$ cat config.mk
export PLATFORM = sky130hd
export DESIGN_NAME = alu_rr_sched
export DESIGN_NICKNAME = d
export VERILOG_FILES = /design/src/rtl/alu_pkg.sv /design/src/rtl/alu_core.sv /design/src/rtl/alu_rr_sched.sv
export SDC_FILE = /design/constraint.sdc
export NUM_CORES = 1
export LEC_CHECK = 0
export BUFFER_PORTS_ARGS = -buffer_cell sky130_fd_sc_hd__buf_2
export CAP_MARGIN = 40
export CORE_UTILIZATION = 30
export CTS_BUF_LIST = sky130_fd_sc_hd__clkbuf_16
export CTS_CLUSTER_DIAMETER = 60
export DETAILED_ROUTE_END_ITERATION = 10
export PLACE_DENSITY = 0.54
export SKIP_CTS_REPAIR_TIMING = 1
export SYNTH_ARGS = -nofsm -noshare
export SYNTH_HDL_FRONTEND = slang
export SYNTH_SLANG_ARGS = --single-unit
$ cat constraint.sdc
create_clock -name clk -period 9.46 [get_ports clk]
set_clock_uncertainty 0.2 [all_clocks]
set_input_delay 1.892 -clock clk [delete_from_list [all_inputs] [get_ports clk]]
set_output_delay 1.892 -clock clk [all_outputs]
set_load 0.02 [all_outputs]
$ cat src/rtl/alu_pkg.sv
// -----------------------------------------------------------------------------
// alu_pkg
// Shared definitions for the round-robin ALU scheduler and its ALU core:
// datapath widths, opcode encodings, the response FSM state type and the
// packed records used to carry a grant decision and a held result.
// -----------------------------------------------------------------------------
package alu_pkg;

    localparam int DW  = 8;   // ALU data width
    localparam int CW  = 4;   // opcode width
    localparam int IDW = 2;   // requester ID width

    localparam logic [CW-1:0] OP_ADD = 4'h0;
    localparam logic [CW-1:0] OP_SUB = 4'h1;
    localparam logic [CW-1:0] OP_AND = 4'h2;
    localparam logic [CW-1:0] OP_OR  = 4'h3;
    localparam logic [CW-1:0] OP_NOT = 4'h4;
    localparam logic [CW-1:0] OP_XOR = 4'h5;
    localparam logic [CW-1:0] OP_NOR = 4'h6;
    localparam logic [CW-1:0] OP_SHL = 4'h7;
    localparam logic [CW-1:0] OP_SHR = 4'h8;
    localparam logic [CW-1:0] OP_ASR = 4'h9;
    localparam logic [CW-1:0] OP_ROL = 4'hA;
    localparam logic [CW-1:0] OP_ROR = 4'hB;
    localparam logic [CW-1:0] OP_EQ  = 4'hC;

    // Every opcode at or above this value is unassigned and counted as illegal.
    localparam logic [CW-1:0] OP_ILLEGAL_MIN = 4'hD;

    typedef enum logic {
        ST_EMPTY = 1'b0,
        ST_FULL  = 1'b1
    } state_e;

    // Result held in the one-entry output register.
    typedef struct packed {
        logic           carry;
        logic [DW-1:0]  out;
        logic [IDW-1:0] id;
    } rsp_t;

    // Outcome of the round-robin search.
    typedef struct packed {
        logic           found;
        logic [IDW-1:0] idx;
    } pick_t;

endpackage

$ cat src/rtl/alu_core.sv
// -----------------------------------------------------------------------------
// alu_core
// Purely combinational 8-bit ALU shared by all requesters.
// Ports:
//   ctrl  in  CW  opcode
//   x     in  DW  operand x
//   y     in  DW  operand y
//   carry out 1   carry / borrow (add and subtract only)
//   out   out DW  result
// -----------------------------------------------------------------------------
module alu_core
    import alu_pkg::*;
(
    input  logic [CW-1:0] ctrl,
    input  logic [DW-1:0] x,
    input  logic [DW-1:0] y,
    output logic          carry,
    output logic [DW-1:0] out
);

    // Add and subtract operate on sign-extended operands, so the 9th bit is
    // the sign of the true result rather than an unsigned carry.
    logic [DW:0] sum;
    logic [DW:0] diff;

    assign sum  = {x[DW-1], x} + {y[DW-1], y};
    assign diff = {x[DW-1], x} - {y[DW-1], y};

    // NOTE: every output gets a default before the case so no path through
    // the block leaves it unassigned, which would infer a latch.
    always_comb begin
        carry = 1'b0;
        out   = '0;
        case (ctrl)
            OP_ADD:  {carry, out} = sum;
            OP_SUB:  {carry, out} = diff;
            OP_AND:  out = x & y;
            OP_OR:   out = x | y;
            OP_NOT:  out = ~x;
            OP_XOR:  out = x ^ y;
            OP_NOR:  out = ~(x | y);
            OP_SHL:  out = y << x[2:0];
            OP_SHR:  out = y >> x[2:0];
            OP_ASR:  out = {x[DW-1], x[DW-1:1]};
            OP_ROL:  out = {x[DW-2:0], x[DW-1]};
            OP_ROR:  out = {x[0], x[DW-1:1]};
            OP_EQ:   out = {{(DW-1){1'b0}}, (x == y)};
            default: out = '0;
        endcase
    end

endmodule

$ cat src/rtl/alu_rr_sched.sv
// -----------------------------------------------------------------------------
// alu_rr_sched
// Round-robin scheduler sharing one ALU between NREQ requesters. One request
// is granted per cycle, executed on the shared ALU and captured in a
// one-entry response register tagged with the requester ID.
// Ports:
//   clk, rst      clock, asynchronous active-high reset
//   req_valid     per-requester operation valid
//   req_ready     per-requester accept (one-hot or zero)
//   req_ctrl      packed opcodes, requester i at [4i+3:4i]
//   req_x, req_y  packed operands, requester i at [8i+7:8i]
//   rsp_valid     response register holds a result
//   rsp_ready     consumer takes the result this cycle
//   rsp_id        requester ID of the held result
//   rsp_out       ALU result
//   rsp_carry     ALU carry
//   illegal_cnt   saturating count of accepted illegal opcodes
// -----------------------------------------------------------------------------
module alu_rr_sched
    import alu_pkg::*;
#(
    parameter int NREQ = 4
) (
    input  logic               clk,
    input  logic               rst,
    input  logic [NREQ-1:0]    req_valid,
    output logic [NREQ-1:0]    req_ready,
    input  logic [CW*NREQ-1:0] req_ctrl,
    input  logic [DW*NREQ-1:0] req_x,
    input  logic [DW*NREQ-1:0] req_y,
    output logic               rsp_valid,
    input  logic               rsp_ready,
    output logic [IDW-1:0]     rsp_id,
    output logic [DW-1:0]      rsp_out,
    output logic               rsp_carry,
    output logic [15:0]        illegal_cnt
);

    // Search the valid vector starting just after the last winner.
    function automatic pick_t rr_pick(input logic [NREQ-1:0] valid,
                                      input logic [IDW-1:0]  last);
        pick_t           r;
        logic [NREQ-1:0] sh;
        int              j;
        r = '0;
        for (int k = 1; k <= NREQ; k++) begin
            j  = (int'(last) + k) % NREQ;
            sh = valid >> j;
            if (!r.found && sh[0]) begin
                r.found = 1'b1;
                r.idx   = IDW'(j);
            end
        end
        return r;
    endfunction

    state_e         state_q, state_d;
    logic [IDW-1:0] ptr_q, ptr_d;
    rsp_t           rsp_q, rsp_d;
    logic [15:0]    illegal_cnt_q, illegal_cnt_d;

    pick_t          pick;
    logic           can_accept;
    logic           accept;
    logic [CW-1:0]  alu_ctrl;
    logic [DW-1:0]  alu_x;
    logic [DW-1:0]  alu_y;
    logic           alu_carry;
    logic [DW-1:0]  alu_out;

    // Ready depends only on valids, state, pointer and rsp_ready; the
    // operands never feed back into the handshake. Reset forces it low.
    assign pick       = rr_pick(req_valid, ptr_q);
    assign can_accept = (state_q == ST_EMPTY) || rsp_ready;
    assign req_ready  = (pick.found && can_accept && !rst) ? (NREQ'(1) << pick.idx) : '0;
    assign accept     = |(req_valid & req_ready);

    // Steer the winner's operation into the shared ALU.
    assign alu_ctrl = CW'(req_ctrl >> (CW * int'(pick.idx)));
    assign alu_x    = DW'(req_x    >> (DW * int'(pick.idx)));
    assign alu_y    = DW'(req_y    >> (DW * int'(pick.idx)));

    alu_core u_alu_core (
        .ctrl  (alu_ctrl),
        .x     (alu_x),
        .y     (alu_y),
        .carry (alu_carry),
        .out   (alu_out)
    );

    always_comb begin
        state_d       = state_q;
        ptr_d         = ptr_q;
        rsp_d         = rsp_q;
        illegal_cnt_d = illegal_cnt_q;
        if (accept) begin
            // An accept overwrites the register even when it is being drained
            // in the same cycle, so back-to-back results have no bubble.
            state_d = ST_FULL;
            ptr_d   = pick.idx;
            rsp_d   = '{carry: alu_carry, out: alu_out, id: pick.idx};
            if (alu_ctrl >= OP_ILLEGAL_MIN && illegal_cnt_q != 16'hFFFF)
                illegal_cnt_d = illegal_cnt_q + 16'd1;
        end else if (state_q == ST_FULL && rsp_ready) begin
            state_d = ST_EMPTY;
        end
    end

    // NOTE: state is updated with non-blocking assignments so every register
    // samples the pre-edge values, independent of statement order.
    always_ff @(posedge clk or posedge rst) begin
        if (rst) begin
            state_q       <= ST_EMPTY;
            ptr_q         <= IDW'(NREQ - 1);
            rsp_q         <= '0;
            illegal_cnt_q <= '0;
        end else begin
            state_q       <= state_d;
            ptr_q         <= ptr_d;
            rsp_q         <= rsp_d;
            illegal_cnt_q <= illegal_cnt_d;
        end
    end

    assign rsp_valid   = (state_q == ST_FULL);
    assign rsp_id      = rsp_q.id;
    assign rsp_out     = rsp_q.out;
    assign rsp_carry   = rsp_q.carry;
    assign illegal_cnt = illegal_cnt_q;

endmodule

==> flow_metrics.tcl <==
set metrics [dict create \
    asyncSetResetFlopFracSynth 1.00 \
    nNetsFinal 700 \
    drt-vias-per-instance 5.72 \
    critPathKind "in2reg" \
    final_min_period_over_clock_period 0.668 \
    yosys-mux-area-fraction 0.212 \
    number_of_antenna_violations_at_the_first_check_in_global_routing 0 \
    worst_ir_drop_vdd_mv 0.0704 \
    worstMarginPinSlew_ns 0.855 \
    finished_layout_cell_area_um2 4960 \
    worstHoldPathCells 1 \
    cp.required_ns 9.46 \
    worst-path-max-fanout 25 \
    chipWidth_um 118 \
    grt_overflow_total 0 \
    ant_nets 0 \
    busiest_layer "met2" \
    arithmetic_cell_share_of_the_synthesized_area_counting_full_adders_half_adders_and_majority_gates 0.0867 \
    critPathCaptureType "flip-flop" \
    timing.slew.headroom 0.414 \
    die_h_um 118 \
    met1_usage 0.264 \
    ys_ff_latch 30 \
    rr_startpoint "ptr_q[1]" \
    via_count 4366 \
    synth_most_common_cell "sky130_fd_sc_hd__mux2i_1" \
    htree_num_levels 2 \
    slowest_delay_ns 0.59 \
    cts_sinks 30 \
    initial_cell_density_of_the_core 0.307 \
    cp-start-kind "input pin" \
    drt_first_iter_violations 458 \
    numPortBuffers 118 \
    synth_xor_area_frac 0.0517 \
    setup_viol_count_final 0 \
    wl_per_cell_um 18.2 \
    endpoint_of_the_worst_hold_timing_path "illegal_cnt[11]" \
    cp_slowest_cell "sky130_fd_sc_hd__o31a_2" \
    grt_setup_unrepaired "no" \
    main_combinational_cell_family_by_area_after_synthesis "compound AO/OA/AOI/OAI gates" \
    fin_crit_ns 6.32 \
    synth.net_count 592 \
    synth.yosys.warnings 0 \
    r2r.worst_path.cells 16 \
    area_growth_pct 22.0 \
    final-max-slew-violation-count 0 \
    power.total_mw 1.21 \
    std_cell_rows 42 \
    first_pass_drt_iterations 7 \
    number_of_buffers_inserted_during_clock_tree_synthesis 5 \
    report.final.hold_viol_count 0 \
    grt_pass1_vias 4118 \
    core-area_um2 13200 \
    groute.layer.met3.usage 0.0314 \
    final_weighted_congestion_in_routability_driven_placement 0.955 \
    finalHoldWorstSlack_ns 0.298 \
    hp-start "illegal_cnt[11]" \
    boundaryPins 119 \
    rrSetupSlack_ns 4.39 \
    place_area_um2 4820 \
    fraction_of_layout_cells_with_a_size_suffix_above_1 0.284 \
    post_synth_and_or_nand_nor_area_fraction 0.170 \
    yosysUniqueCellTypes 75 \
    synth_top_cell_area_share 0.172 \
    syn-mean-instance-area_um2 8.51 \
    fmaxAchievable_ghz 0.158 \
    critical_path_buf_inv_count 3 \
    power.leakage_nw 2.34 \
    fill_cells 1379 \
    post_synth_most_frequent_cells "sky130_fd_sc_hd__mux2i_1 (67), sky130_fd_sc_hd__nor2_1 (44), sky130_fd_sc_hd__nand2_1 (32)" \
    postSynthCellCount 478 \
    final.setup.tns_ns 0 \
    clk_pin_slew_ns 0.05 \
    place.detailed.hpwl_um 10600 \
    remaining_drc_errors 0 \
    drt_wl_total_um 13900 \
    max-cap-violations 0 \
    hp-class "reg2reg" \
    critical-path-top-delay-family "compound AO/OA/AOI/OAI gates" \
    leading_cell_types_by_total_area_after_synthesis "sky130_fd_sc_hd__dfrtp_1 (17%), sky130_fd_sc_hd__mux2i_1 (16%), sky130_fd_sc_hd__ha_1 (7.7%)" \
    synthDominantAreaCellType "sky130_fd_sc_hd__dfrtp_1" \
    n_antenna_cell 0 \
    status "complete, no violations" \
    grt_start_max_net_pins 31 \
    synth_compound_gate_area_share 0.231 \
    die_area_um2 14000 \
    cts-root-to-sink-buffers 2 \
    synth-edff-count 0 \
    grt_util_met2 0.318 \
    clkLatencyLatePin_ns 0.28 \
    crit_path_cell_trace "buf_2 -> a21oi_1 -> o31a_2 -> buf_4 -> mux2i_1 -> mux2i_4 -> inv_2 -> fa_1 -> nor2_1 -> nor2_1 -> o21bai_1 -> a21boi_0 -> xnor2_1 -> o32ai_1 -> a22oi_1 -> o2111a_1 -> a21oi_1" \
    first_pass_grt_wire_length_um 22000 \
    globalRouteTotalUtil 0.197 \
    worst_r2r_endpoint "rsp_out[6]" \
    tritoncts "yes" \
    seq_area_frac_synth 0.185 \
    cts_root_buf "sky130_fd_sc_hd__clkbuf_16" \
    data_arrival_critical_path_ns 6.33 \
    synth_area_um2 4070 \
    most_used_flip_flop_cell_after_synthesis "sky130_fd_sc_hd__dfrtp_1" \
    power.density_cell_area_nw_per_um2 244 \
]
[how the worst max path moves through the flow]
stage                   end  cells past startpoint  slack, ns         start
2_1_floorplan  req_ready[0]                      7       3.69  req_valid[3]
3_3_place_gp     rsp_out[6]                     17       3.08  req_valid[0]
3_5_place_dp     rsp_out[6]                     17       2.90  req_valid[0]
4_1_cts          rsp_out[6]                     17       3.20  req_valid[0]
5_1_grt          rsp_out[6]                     17       2.86  req_valid[0]
6_report         rsp_out[6]                     17       3.14  req_valid[0]
[layout make-up]
cell class / count / area (um^2) / area share
flip-flops and latches: 30 / 753 / 0.152
clock buffers: 5 / 125 / 0.0252
multi-input cells: 396 / 3060 / 0.616
repair buffers: 127 / 691 / 0.139
inverters: 26 / 97.6 / 0.0197
clock inverters: 3 / 16.3 / 0.00328
well taps: 176 / 220 / 0.0444
[layout by cell type, fill, tap and decap left out, drive strengths merged, types with 3 or more instances in the layout]
master and count:
nor2b 3, xnor2 18, buf 127, o32ai 5, a222oi 3, mux2 6
nor4 5, and4 3, or3 4, o31ai 3, o22ai 6, and3 4
a221oi 5, dfrtp 28, nand2 32, mux2i 74, a211oi 7, a221o 3
xor2 6, nor2 45, nand4 7, a31oi 12, inv 26, a22oi 5
clkbuf 5, a21oi 23, ha 25, nand2b 4, nand3 15, o21ai 22
nor3 14
[per-stage QoR]
stage                     instances  utilization  setup slack [ns]
after floorplan                 478            -              3.69
after global placement          753        0.360              3.08
after detailed placement        755        0.364              2.90
after CTS                       763        0.375              3.20
after global routing            763        0.375              2.86
final                           763        0.375              3.14
[state kept, by name (all words and copies together), names as in the netlist]
name	cells
rsp_out	8
illegal_cnt	16
rsp_carry	1
rsp_id	2
rsp_valid	1
ptr_q	2
[kinds of logic (layout without fill, tap and decap cells)]
family | Yosys count | after routing
muxes | 80 | 80
xor gates and xnor gates | 24 | 24
buffers and inverters | 52 | 161
adders and majority gates | 27 | 27
AOI/OAI and AO/OA | 123 | 123
DFF | 30 | 30
and+or+nand+nor | 142 | 142
[metal layers]
| layer | wire (um) | share of wire |
|---|---|---|
| met2 | 6480 | 0.47 |
| met5 | 0 | 0 |
| met4 | 412 | 0.030 |
| met1 | 5870 | 0.42 |
| met3 | 1100 | 0.080 |
[power breakdown]
group          leakage (nW)  total (mW)  switching [mW]  internal (mW)
Combinational          1.88       0.869           0.538          0.331
Sequential            0.387       0.185          0.0254          0.159
Clock                0.0672       0.157          0.0610         0.0960
Total                  2.34        1.21           0.625          0.587
Note: power is estimated with default switching activity, not from simulation.
